[config.mk]
export PLATFORM = sky130hd
export DESIGN_NAME = fetch_stage
export DESIGN_NICKNAME = d
export VERILOG_FILES = /design/src/rtl/fetch_stage_pkg.sv /design/src/rtl/fetch_stage_pc_gen.sv /design/src/rtl/fetch_stage.sv
export SDC_FILE = /design/constraint.sdc
export NUM_CORES = 1
export LEC_CHECK = 0
export ABC_AREA = 1
export BUFFER_PORTS_ARGS = -buffer_cell sky130_fd_sc_hd__buf_2
export CAP_MARGIN = 5
export CORE_MARGIN = 1.5
export CORE_UTILIZATION = 45
export CTS_CLUSTER_DIAMETER = 50
export CTS_CLUSTER_SIZE = 12
export DETAILED_ROUTE_END_ITERATION = 7
export PLACE_DENSITY = 0.76
export SYNTH_ARGS = -nofsm -noshare
export SYNTH_HDL_FRONTEND = slang
export SYNTH_SLANG_ARGS = --single-unit
[constraint.sdc]
create_clock -name clk -period 2.8 [get_ports clk]
set_clock_uncertainty 0.15 [all_clocks]
set_input_delay 0.56 -clock clk [delete_from_list [all_inputs] [get_ports clk]]
set_output_delay 0.56 -clock clk [all_outputs]
set_load 0.03 [all_outputs]
[src/rtl/fetch_stage_pkg.sv]
// fetch_stage_pkg: shared IF-stage constants (reset PC, bubble encoding, opcodes).
package fetch_stage_pkg;
    localparam logic [31:0] PC_RESET   = 32'h4000_0000;
    localparam logic [31:0] INST_NOP   = 32'h0000_0013;
    localparam logic [6:0]  OPC_OPIMM  = 7'h13;
    localparam logic [6:0]  OPC_BRANCH = 7'h63;
    localparam logic [6:0]  OPC_JAL    = 7'h6f;
    localparam logic [6:0]  OPC_JALR   = 7'h67;
endpackage

[src/rtl/fetch_stage_pc_gen.sv]
// fetch_stage_pc_gen: PC register and next-PC priority mux feeding the icache.
module fetch_stage_pc_gen
    import fetch_stage_pkg::*;
#(
    parameter logic [31:0] RESET_PC = PC_RESET
) (
    input  logic        clk,
    input  logic        rst,
    input  logic        i_stall,
    input  logic        i_redirect_valid,
    input  logic [31:0] i_redirect_pc,
    input  logic        i_nop_sel,
    output logic [31:0] o_pc_q,
    output logic [31:0] o_pc_next
);
    logic [31:0] r_pc;
    logic [31:0] w_target;

    assign w_target = i_redirect_pc & ~32'h3;
    // stall and nop_sel both re-present pc_q so the squashed word is fetched again
    always_comb
        o_pc_next = rst              ? RESET_PC :
                    i_stall          ? r_pc :
                    i_redirect_valid ? w_target :
                    i_nop_sel        ? r_pc : r_pc + 32'd4;

    always_ff @(posedge clk)
        r_pc <= o_pc_next;

    assign o_pc_q = r_pc;
endmodule

[src/rtl/fetch_stage.sv]
// fetch_stage: IF stage - PC generation, IF/EX instruction register, bubble injection
// and fetch/bubble performance counters.
module fetch_stage
    import fetch_stage_pkg::*;
#(
    parameter logic [31:0] RESET_PC = PC_RESET,
    parameter logic [31:0] NOP_INST = INST_NOP
) (
    input  logic        clk,
    input  logic        rst,
    input  logic        i_stall,
    input  logic        i_nop_sel,
    input  logic        i_redirect_valid,
    input  logic [31:0] i_redirect_pc,
    input  logic [31:0] i_icache_dout,
    output logic [31:0] o_icache_addr,
    output logic        o_icache_re,
    output logic [31:0] o_prev_inst,
    output logic [31:0] o_ex_pc,
    output logic        o_ex_valid,
    output logic [31:0] o_fetch_cnt,
    output logic [31:0] o_bubble_cnt
);
    logic [31:0] w_pc_q;
    logic [31:0] w_pc_next;
    logic        w_kill;
    logic [31:0] r_prev_inst;
    logic [31:0] r_ex_pc;
    logic        r_ex_valid;
    logic [31:0] r_fetch_cnt;
    logic [31:0] r_bubble_cnt;

    fetch_stage_pc_gen #(.RESET_PC(RESET_PC)) u_pc_gen (
        .clk             (clk),
        .rst             (rst),
        .i_stall         (i_stall),
        .i_redirect_valid(i_redirect_valid),
        .i_redirect_pc   (i_redirect_pc),
        .i_nop_sel       (i_nop_sel),
        .o_pc_q          (w_pc_q),
        .o_pc_next       (w_pc_next)
    );

    assign w_kill = i_nop_sel | i_redirect_valid;

    always_ff @(posedge clk) begin
        if (rst) begin
            r_prev_inst  <= NOP_INST;
            r_ex_pc      <= RESET_PC;
            r_ex_valid   <= 1'b0;
            r_fetch_cnt  <= '0;
            r_bubble_cnt <= '0;
        end else if (!i_stall) begin
            r_prev_inst  <= w_kill ? NOP_INST : i_icache_dout;
            r_ex_pc      <= w_pc_q;
            r_ex_valid   <= !w_kill;
            r_fetch_cnt  <= r_fetch_cnt + {31'd0, !w_kill};
            r_bubble_cnt <= r_bubble_cnt + {31'd0, w_kill};
        end
    end

    assign o_icache_addr = w_pc_next;
    assign o_icache_re   = !rst;
    assign o_prev_inst   = r_prev_inst;
    assign o_ex_pc       = r_ex_pc;
    assign o_ex_valid    = r_ex_valid;
    assign o_fetch_cnt   = r_fetch_cnt;
    assign o_bubble_cnt  = r_bubble_cnt;
endmodule

# ---- Word level (Yosys, flattened, before mapping)
# Index checks and enable logic that the tools add are counted.
dict set report word_totals {
  regBits 161
  output_inout_bits 162
}
dict set report classes {
  n_mux 5
  bitwise 1
  n_reduce_logical 2
  n_addsub 3
}
# operator n
set ops {}
lappend ops {{two-way mux 32 bit} 5}
lappend ops {{adder 32 x 1 -> 32 bit} 2}
lappend ops {{adder 32 x 3 -> 32 bit, second input constant} 1}
lappend ops {{zero test 1 bit} 2}
lappend ops {{OR 1 bit} 1}

# ---- Depth between registers and ports, before layout
# Gate-level depths: netlist of run 1.
dict set report logic_depth {
  word_depth 5
  mapped_depth 14
  depth_no_buf 14
}

# ---- By module
# From an unflattened synthesis of run 1, not the netlist that was laid out.
dict set report hier_totals {
  cells_unflattened 1173
  hier_area_um2 7988.9
}
# module cells_per_inst n_inst seq_area_each_um2 area_each_um2
set modules_own_cells {}
lappend modules_own_cells {fetch_stage 844 1 2582.5 5869.4}
lappend modules_own_cells {fetch_stage_pc_gen 329 1 640.6 2119.5}

# ---- Worst setup path after synthesis of run 1
# OpenSTA, ideal clock, no wires.
dict set report synth_timing {
  kind {in2out}
  startpoint {input i_stall}
  endpoint {output o_icache_addr[4]}
  cell_stages 5
  required_ns 2.090
  slack_ns 0.102
  path_buffers 2
  t_arrival_ns 1.988
  path_cell_list {buf_4 buf_2 a21oi_1 o21ai_0 a221oi_1}
}
dict set report synth_between {
  elab_chain_cells 2
}
# item line
set synth_lines {}
lappend synth_lines {{from (decl)} fetch_stage.sv:11} ;# input logic i_stall,
lappend synth_lines {{two-way mux 32 bit} fetch_stage_pc_gen.sv:23} ;# i_stall ? r_pc :
lappend synth_lines {{two-way mux 32 bit} fetch_stage_pc_gen.sv:22} ;# o_pc_next = rst ? RESET_PC :
lappend synth_lines {{to (decl)} fetch_stage.sv:16} ;# output logic [31:0] o_icache_addr,
# Every way passes these cells.

# ---- Worst setup path after layout of run 1
dict set report layout_timing {
  startpoint {input i_nop_sel}
  endpoint {output o_icache_addr[28]}
}
dict set report layout_between {
  elab_chain_cells 4
}
# item line
set layout_lines {}
lappend layout_lines {{from (decl)} fetch_stage.sv:12} ;# input logic i_nop_sel,
lappend layout_lines {{two-way mux 32 bit} fetch_stage_pc_gen.sv:25} ;# i_nop_sel ? r_pc : r_pc + 32'd4;
lappend layout_lines {{two-way mux 32 bit} fetch_stage_pc_gen.sv:24} ;# i_redirect_valid ? w_target :
lappend layout_lines {{two-way mux 32 bit} fetch_stage_pc_gen.sv:23}
lappend layout_lines {{two-way mux 32 bit} fetch_stage_pc_gen.sv:22}
# Every way passes these cells.

==> results of run 1 <==
## tightest hold or removal path, cell delays in order
cell     delay [ns]
buf_2          0.08
o22ai_1        0.06
nand2_1        0.05
## metrics by stage
stage	cell area, um2	cells
after CTS	10100	1633
after floorplan	7820	1161
final	10400	1642
after global routing	10400	1642
after detailed placement	9320	1597
after global placement	9320	1597
## state kept, by name, indices dropped and copies added (netlist names)
register / cells
o_prev_inst: 32
o_fetch_cnt: 32
o_ex_valid: 1
o_bubble_cnt: 32
o_ex_pc: 32
u_pc_gen.o_pc_q: 32
## cells in the final DEF, fill, tap and decap left out, types with 8 or more instances in the layout
master / Yosys / final
a21oi_2: 2 / 18
nand3_1: 44 / 39
buf_4: 1 / 44
nor2_1: 155 / 146
nor3_1: 36 / 33
nand2_2: 5 / 13
a21oi_1: 136 / 120
nor2_2: 14 / 13
nand2_1: 297 / 286
clkbuf_16: 0 / 17
dfxtp_1: 161 / 143
dfxtp_4: 0 / 8
o21ai_0: 81 / 81
buf_6: 0 / 19
inv_1: 90 / 86
inv_2: 8 / 11
xor2_1: 13 / 13
buf_2: 11 / 205
dfxtp_2: 0 / 10
nand4_1: 13 / 13
nor2_4: 6 / 16
## metal layers
metal / track usage [%] / vias to the layer above
met3: 6.27 / 58
li1: - / 4274
met2: 42.1 / 348
met1: 31.5 / 3892
met5: 0 / -
met4: 10.7 / 2
## cell type report
cell class / instances / area, um2 / area share, %
clock buffer: 24 / 482 / 4.62
inverter: 99 / 377 / 3.61
sequential: 161 / 3270 / 31.3
tap: 225 / 282 / 2.70
multi-input combinational: 854 / 4310 / 41.3
timing repair buffer: 271 / 1630 / 15.6
clock inverter: 8 / 80.1 / 0.768
## kinds of logic (layout without fill, tap and decap cells)
| group | Yosys count | count (layout) |
|---|---|---|
| AOI/OAI and AO/OA | 243 | 243 |
| xor gates and xnor gates | 15 | 15 |
| adders and majority gates | 5 | 5 |
| buffers and inverters | 146 | 402 |
| DFF | 161 | 161 |
| and+or+nand+nor | 591 | 591 |
## where the power goes
group	leakage, nW	internal [mW]	total, mW	switching [mW]
clock network	0.266	1.29	2.25	0.959
logic	2.81	0.221	0.664	0.443
registers	1.32	2.37	2.43	0.0665
## what timing repair did
action                                  in CTS  in global routing
buffers inserted                             4                  9
endpoints found under the setup margin      20                 25
resized for setup                           52                 91
pin swaps                                    9                 20
gates cloned                                 0                  0
## path summary, 6_finish.rpt
check             slack [ns]                 to  cells after the start             start
setup / recovery       -0.03  o_icache_addr[28]                     12         i_nop_sel
hold / removal          0.20     o_prev_inst[4]                      3  i_icache_dout[4]
setup reg to reg        0.64   o_bubble_cnt[22]                     11   o_bubble_cnt[0]
hold reg to reg         0.31    o_prev_inst[14]                      2   o_prev_inst[14]
==> impl_results.md, run 1 <==
* Run status: complete, but fails checks
* Failing checks: DRC, setup timing
* Post-Syn Area at 7820 um2
* Via Count at 8574
* Predominant post-synthesis flop cell: dfxtp_1
* Port Buffer Count at 228
* Crit-path most repeated cell: nand2_1
* Syn Area/Cell at 6.73 um2
* Worst path top cell family by delay: simple AND/OR/NAND/NOR gates
* Worst-path maximum fanout at 5
* Vias in the first global route at 7736
* CTS Root Cell: clkbuf_16
* Max cap viols at 0
* Adder-cell share of the synthesized area at 0.800%
* Crit-path cells: buf_2 > inv_2 > nand2_1 > nor3_4 > buf_6 > nand2_4 > nor2_4 > nand3_1 > nand2_1 > nand2_1 > a21oi_2 > buf_6
* Slowest stage delay, CP at 0.25 ns
* #FFs+latches synth at 161
* N_diodes at 0
* Top Metal Used: met5
* Post-synthesis mux area share at 0%
* GP Congestion at 0.900
* Buf/Inv on CP at 4
* TritonCTS Buffers at 17
* Fill cell count at 1586
* Power Total at 5.35 mW
* Routed Wire Length at 23.9 mm
* Yosys warning total at 0
* DP Wirelength at 16.9 mm
* Overflow after GRT at 0
* Util after Layout at 60.9%
* PwrDens at 513 nW/um2
* Setup WS post-layout at -0.0250 ns
* Most common cell in the netlist: nand2_1
* Final min period at 2.83 ns
* Hold slack final at 0.195 ns
* Die Area at 18200 um2
* Area Growth Syn to Fin at 33.3%
* H-tree level count at 4
* Clk sink count at 161
* Cell Rows at 48
* Gr usage total at 25.4%
* Syn Nets at 1235
* RSZ-0062 raised after global routing: yes
* Met3 wire len at 1.94 mm
* Post-synthesis sequential area ratio at 41.2%
* CP arrival at 2.12 ns
* Pre-Repair DR Iteration Count at 8
* Top post-synthesis cells by count: 297 x nand2_1, 161 x dfxtp_1, 155 x nor2_1
* Clock buffer depth at 2
* Clk pin slew, worst setup/hold paths at 0.06 ns
* CTS tree: yes
* Clock Latency Late Sink at 0.43 ns
* Residual DRC count at 2
* NumNets Final at 1478
* Die Wd at 135 um
* Most area-consuming cells after synthesis: dfxtp_1 41%, nand2_1 14%, a21oi_1 8.7%
* I/O pin cnt at 231
* Worst slew pin tran at 0.676 ns
* Largest net degree at the start of global routing at 59
* First-pass GRT wire length at 36.9 mm
* Relative max-transition margin at 54.9%
* WL met1 at 9.86 mm
* IR drop worst, VDD at 446 uV
* Hold_buf cts at 0
* Starting density of the core at 45.7%
* Slowest cell on the critical path: nor3_4
* Die H at 135 um
* Post-DRT Antenna Nets at 0
* Worst hold path class: input pin to register
* Pleak at 4.39 nW
* DR WL met2 at 11.5 mm
* Post-Synth Simple-Gate Area at 32.9%
* Yosys cell types at 41
* XOR/XNOR Fraction of Synth Area at 1.68%
* F_max at 354 MHz
* Vias per Instance at 5.22
* Top-area cell type share of the netlist area at 41.2%
* Post-Place Worst Slack at -0.00455 ns
* Post-synthesis cell count at 1161
* Critical path required time at 2.09 ns
* Final Max Slew Viols at 0
* CP Launch Type: input pin
* Ys async rst share at 0%
* Final Hold Violating Endpoints at 0
* Compound-gate portion of the synthesized area at 16.2%
* Core Area at 17100 um2
* Fraction of layout instances using a drive strength above 1 at 29.3%
* Critical path capture point type: primary output
* Initial drt markers at 749
* Worst setup path category: input pin to primary output
* Setup violators final at 4
* Area leader, netlist: dfxtp_1
* Post-synth EDFFs at 0
* Initial antenna violation count at 1
* Final setup TNS at -0.0653 ns
* Largest family of logic cells by synthesized area: simple AND/OR/NAND/NOR gates
* Period utilization at 101%
* DR WL/cell at 14.6 um
Power figures use the tool's default switching activity.
==> run 2: changes to the inputs <==
- CTS_CLUSTER_DIAMETER: 50 -> 40
- RECOVER_POWER: not set -> 100
==> run 2 against run 1 <==
Against the previous run: the run ends with setup timing left; via count barely moved; non-clock buffer count unchanged; clock power about the same; routed wire length is 0.17% lower; combinational power barely moved; first-iteration DRC count is the same; sequential share of layout area about the same; cell count unchanged; setup slack worse by 0.00067 ns; total power fell by 0.14%; largest cell class unchanged; largest power group unchanged; highest routed layer unchanged.
==> impl_results.md, run 2 (synthesis results as in run 1) <==
* Vias in the first global route at 7736 (unchanged)
* H-tree level count at 4 (unchanged)
* Hold Path End: o_prev_inst[4] (unchanged)
* Die Area at 18200 um2 (unchanged)
* Setup violators final at 4 (unchanged)
* Vias per Instance at 5.22 (about the same)
* Residual DRC count at 0 (was 2)
* Relative max-transition margin at 13.7% (was 54.9%)
* Clk sink count at 161 (unchanged)
* Multi-input logic area at 4310 um2 (unchanged)
* NumNets Final at 1478 (unchanged)
* F_max at 354 MHz (about the same)
* Worst setup path category: input pin to primary output (unchanged)
* Via Count at 8575 (was 8574)
* Commonest non-fill, non-tap cell in the layout: nand2_1 (unchanged)
* DR WL/cell at 14.5 um (was 14.6 um)
* Initial drt markers at 749 (unchanged)
* FF-to-FF setup slack at 0.61 ns (was 0.64 ns)
* Hold_buf cts at 0 (unchanged)
* Port Buffer Count at 228 (unchanged)
* Worst hold path startpoint: i_icache_dout[4] (unchanged)
* RR Endpoint: o_bubble_cnt[24] (was o_bubble_cnt[22])
* Register area at 3270 um2 (unchanged)
* Clock buffer depth at 2 (unchanged)
* TritonCTS Buffers at 17 (unchanged)
* Final Instance Area at 10400 um2 (about the same)
* Routed Wire Length at 23.9 mm (about the same)
* N_diodes at 0 (unchanged)
* Die Wd at 135 um (unchanged)
* Core Area at 17100 um2 (unchanged)
* First-pass GRT wire length at 36.9 mm (unchanged)
* Pleak at 4.39 nW (about the same)
* Run status: complete, but fails checks (unchanged)
* Clk pin slew, worst setup/hold paths at 0.06 ns (about the same)
* Worst slew pin tran at 1.29 ns (was 0.676 ns)
* Failing checks: setup timing (was DRC, setup timing)
* CP Launch Type: input pin (unchanged)
* Top Metal Used: met5 (unchanged)
* FF-to-FF path depth at 11 (unchanged)
* RSZ-0062 raised after global routing: yes (unchanged)
* DP Wirelength at 16.9 mm (unchanged)
* Setup WS post-layout at -0.0257 ns (was -0.0250 ns)
* GP Congestion at 0.900 (unchanged)
* Fraction of layout instances using a drive strength above 1 at 29.1% (was 29.3%)
* Gr usage total at 25.4% (unchanged)
* Pre-Repair DR Iteration Count at 6 (was 8)
* Overflow after GRT at 0 (unchanged)
* I/O pin cnt at 231 (unchanged)
* PwrDens at 513 nW/um2 (about the same)
* Cell Rows at 48 (unchanged)
* CTS tree: yes (unchanged)
* Starting density of the core at 45.7% (unchanged)
* Final Max Slew Viols at 0 (unchanged)
* Max cap viols at 0 (unchanged)
* WL met1 at 9.84 mm (was 9.86 mm)
* Worst r2r src: o_bubble_cnt[0] (unchanged)
* Placed Area at 9320 um2 (unchanged)
* Clock Latency Late Sink at 0.43 ns (about the same)
* Final min period at 2.83 ns (about the same)
* Critical path required time at 2.09 ns (about the same)
* Fill cell count at 1585 (was 1586)
* Initial antenna violation count at 1 (unchanged)
* Final Hold Violating Endpoints at 0 (unchanged)
* Min-Delay Path Depth at 3 (unchanged)
* Post-DRT Antenna Nets at 0 (unchanged)
* Area Growth Syn to Fin at 33.2% (was 33.3%)
* Worst hold path class: input pin to register (unchanged)
* Power Total at 5.34 mW (was 5.35 mW)
* Largest net degree at the start of global routing at 59 (unchanged)
* Critical path capture point type: primary output (unchanged)
* Period utilization at 101% (about the same)
* Die H at 135 um (unchanged)
* Met3 wire len at 1.96 mm (was 1.94 mm)
* DR WL met2 at 11.4 mm (was 11.5 mm)
* CTS Root Cell: clkbuf_16 (unchanged)
* CP arrival at 2.12 ns (about the same)
* IR drop worst, VDD at 444 uV (was 446 uV)
* Most frequent cells in the layout: 286 x nand2_1, 205 x buf_2, 146 x nor2_1 (unchanged)
* Worst-path maximum fanout at 5 (unchanged)
## run 2: cell count changes in the layout (fill, tap and decap cells not counted)
cell and delta:
buf_4 -3, clkbuf_1 +1, inv_2 -1, inv_1 +1
clkbuf_2 +2
## run 2: report_power, final
part,switching (mW),leakage [nW],total (mW),internal (mW)
Sequential,0.0666,1.32,2.43,2.37
Combinational,0.442,2.80,0.662,0.220
Clock,0.953,0.266,2.25,1.29
## run 2: stage by stage
stage                     hold WS, ns  setup WS, ns  utilization, %  TNS [ns]  std cells
after floorplan                 0.309         0.102               -         0       1161
after global placement          0.297        0.0215            54.4         0       1597
after detailed placement        0.302      -0.00455            54.4  -0.00455       1597
after CTS                       0.184       -0.0343            58.8   -0.0805       1633
after global routing            0.210        -0.124            60.9     -1.31       1642
final                           0.197       -0.0257            60.9   -0.0684       1642
## run 2: cell type report
cell class,count,area share (%)
Clock inverter,8,0.769
Sequential cell,161,31.3
Multi-Input combinational cell,854,41.4
Tap cell,225,2.70
Timing Repair Buffer,271,15.6
Inverter,99,3.62
Clock buffer,24,4.62
## run 2: how the worst max path moves through the flow
stage                        from                 to  depth (start not counted)
5_1_grt        u_pc_gen.o_pc_q[3]  o_icache_addr[20]                         10
6_report                i_nop_sel  o_icache_addr[28]                         12
2_1_floorplan             i_stall   o_icache_addr[4]                          5
3_5_place_dp            i_nop_sel  o_icache_addr[17]                         11
4_1_cts        u_pc_gen.o_pc_q[3]  o_icache_addr[20]                          9
3_3_place_gp            i_nop_sel  o_icache_addr[17]                         11
## run 2: worst max-delay path: stages
cell	delay (ns)
buf_2	0.13
inv_2	0.13
nand2_1	0.11
nor3_4	0.24
buf_6	0.15
nand2_4	0.07
nor2_4	0.17
nand3_1	0.08
nand2_1	0.07
nand2_1	0.07
a21oi_2	0.17
buf_6	0.15
## run 2: per-layer routing
metal / up-vias / GRT usage (%)
li1: 4275 / -
met1: 3887 / 31.5
met2: 352 / 42.1
met3: 59 / 6.27
met4: 2 / 10.7
met5: - / 0
## run 2: repair_timing
action,CTS,global route
pin swaps,9,20
endpoints found under the hold margin,0,0
gates cloned,0,0
setup endpoints to repair,20,25
setup buffers,4,9
gates resized for setup,52,91
==> run 3: changes to the inputs <==
- BUFFER_PORTS_ARGS: -buffer_cell sky130_fd_sc_hd__buf_2 -> -buffer_cell sky130_fd_sc_hd__buf_4
- GPL_TIMING_DRIVEN: not set -> 0
- clock period: 2.8 -> 2.71 ns (I/O delays scaled with it)
==> run 3 against run 2 <==
Against the previous run: the run still ends with setup timing left; core utilization rose by 0.35 points; setup slack got worse by 0.097 ns; die area did not move; combinational power rose by 11%; critical endpoint is now o_icache_addr[24]; largest cell class unchanged.
==> impl_results.md, run 3 (synthesis results as in run 1) <==
* Run status: complete, but fails checks (unchanged)
* Failing checks: setup timing (unchanged)
* Largest net degree at the start of global routing at 17 (was 59)
* Worst-path maximum fanout at 5 (unchanged)
* Post-DRT Antenna Nets at 0 (unchanged)
* Clock buffer depth at 2 (unchanged)
* Worst setup path start: u_pc_gen.o_pc_q[3] (was i_nop_sel)
* Hold Path End: o_prev_inst[1] (was o_prev_inst[4])
* NumNets Final at 1500 (was 1478)
* Final setup TNS at -0.877 ns (was -0.0684 ns)
* FF-to-FF path depth at 9 (was 11)
* Setup WS post-layout at -0.123 ns (was -0.0257 ns)
* DR WL/cell at 16.2 um (was 14.5 um)
* Period utilization at 105%
* Final Hold Violating Endpoints at 0 (unchanged)
* Worst r2r src: o_fetch_cnt[0] (was o_bubble_cnt[0])
* Routed Wire Length at 27.0 mm (was 23.9 mm)
* H-tree level count at 4 (unchanged)
* Vias per Instance at 5.35 (was 5.22)
* Post-Place Worst Slack at -0.152 ns (was -0.00455 ns)
* FF-to-FF setup slack at 0.46 ns (was 0.61 ns)
* Final Max Slew Viols at 0 (unchanged)
* Min-Delay Path Depth at 3 (unchanged)
* Die H at 135 um (unchanged)
* TritonCTS Buffers at 17 (unchanged)
* Gr usage total at 29.0% (was 25.4%)
* Core Area at 17100 um2 (unchanged)
* Area Growth Syn to Fin at 34.0% (was 33.2%)
* Fraction of layout instances using a drive strength above 1 at 20.0% (was 29.1%)
* Clk sink count at 161 (unchanged)
* CP Launch Type: register (was input pin)
* DP Wirelength at 19.7 mm (was 16.9 mm)
* Vias in the first global route at 8326 (was 7736)
* Critical path required time at 2.02 ns (was 2.09 ns)
* RSZ-0062 raised after global routing: yes (unchanged)
* CP arrival at 2.14 ns (was 2.12 ns)
* Critical path capture point type: primary output (unchanged)
* Worst hold path startpoint: i_icache_dout[1] (was i_icache_dout[4])
* Worst setup path category: register to primary output (was input pin to primary output)
* I/O pin cnt at 231 (unchanged)
* Pleak at 3.99 nW (was 4.39 nW)
* Power Total at 5.61 mW (was 5.34 mW)
* Overflow after GRT at 0 (unchanged)
* Cell Rows at 48 (unchanged)
* Max cap viols at 0 (unchanged)
* First-pass GRT wire length at 41.5 mm (was 36.9 mm)
* IR drop worst, VDD at 455 uV (was 444 uV)
* PwrDens at 535 nW/um2 (was 513 nW/um2)
* Residual DRC count at 0 (unchanged)
* Pre-Repair DR Iteration Count at 6 (unchanged)
* F_max at 353 MHz
* Port Buffer Count at 227 (was 228)
* Die Area at 18200 um2 (unchanged)
* Clk pin slew, worst setup/hold paths at 0.06 ns (about the same)
* Hold_buf cts at 0 (unchanged)
* Via Count at 8904 (was 8575)
* Util after Layout at 61.2% (was 60.9%)
* Final min period at 2.83 ns
* Die Wd at 135 um (unchanged)
* Commonest non-fill, non-tap cell in the layout: nand2_1 (unchanged)
* Initial antenna violation count at 0 (was 1)
* Starting density of the core at 45.7% (unchanged)
* RR Endpoint: o_fetch_cnt[26] (was o_bubble_cnt[24])
* N_diodes at 0 (unchanged)
* GP Congestion at 0.906 (was 0.900)
* Most frequent cells in the layout: 284 x nand2_1, 151 x clkbuf_1, 150 x nor2_1 (was 286 x nand2_1, 205 x buf_2, 146 x nor2_1)
* Clock Latency Late Sink at 0.43 ns (about the same)
* CTS tree: yes (unchanged)
* Initial drt markers at 795 (was 749)
* Relative max-transition margin at 54.8% (was 13.7%)
* Worst hold path class: input pin to register (unchanged)
* CTS Root Cell: clkbuf_16 (unchanged)
* Worst slew pin tran at 0.679 ns (was 1.29 ns)
* Setup violators final at 16 (was 4)
[run 3: changes by cell type in the layout (fill, tap and decap cells not counted), sizes merged]
cell    previous run  this run
inv               99        98
bufinv             1         2
clkbuf            27       180
buf              268       135
clkinv             4         6
[run 3: timing repair]
| action | CTS | global route |
|---|---|---|
| pin swaps | 12 | 18 |
| gates cloned | 0 | 0 |
| setup endpoints to repair | 32 | 30 |
| setup buffers | 5 | 15 |
| resized for setup | 77 | 74 |
[run 3: metrics by stage]
stage	hold WS (ns)	cells	cell area (um2)
floorplan	0.309	1161	7820
global placement	0.293	1613	9800
detailed placement	0.306	1613	9800
CTS	0.166	1650	10700
global route	0.170	1664	10500
finish	0.178	1664	10500
[run 3: where the power goes]
part | total (mW) | internal (mW) | leakage [nW] | switching (mW)
clock network | 2.35 | 1.37 | 0.270 | 0.978
registers | 2.52 | 2.45 | 1.32 | 0.0739
logic | 0.734 | 0.245 | 2.39 | 0.489
total | 5.61 | 4.07 | 3.99 | 1.54
[run 3: worst max path at each step]
stage and end:
2_1_floorplan o_icache_addr[4], 3_3_place_gp o_icache_addr[2], 3_5_place_dp o_icache_re, 4_1_cts o_icache_addr[25], 5_1_grt o_icache_addr[24], 6_report o_icache_addr[24]
[run 3: per-layer routing]
layer / part of all wire [%] / GRT usage (%) / up-vias / routed length [um]
li1: - / - / 4311 / -
met1: 39 / 33.6 / 4076 / 10500
met2: 48 / 50.3 / 422 / 13100
met3: 8.9 / 7.62 / 95 / 2390
met4: 3.7 / 12.7 / 0 / 1000
met5: 0 / 0 / - / 0
[run 3: area by class of cell]
| cell class | instances | area, um2 |
|---|---|---|
| plain buffers | 47 | 210 |
| clock buffers | 22 | 454 |
| clock inverters | 10 | 111 |
| fillers | 1666 | 6640 |
| inverters | 99 | 375 |
| multi-input cells | 854 | 4290 |
| flip-flops and latches | 161 | 3280 |
| well taps | 225 | 282 |
| repair buffers | 246 | 1470 |
[run 3: worst max-delay path: stages, from the launching register on]
cell and delay (ns):
dfxtp_4 0.38, ha_4 0.16, nand2_4 0.06, nor3_4 0.15, buf_12 0.15, nand3_2 0.12
nor2_1 0.15, nand2_1 0.07, nand2_1 0.08, nand2_1 0.06, a21oi_2 0.17, buf_6 0.15
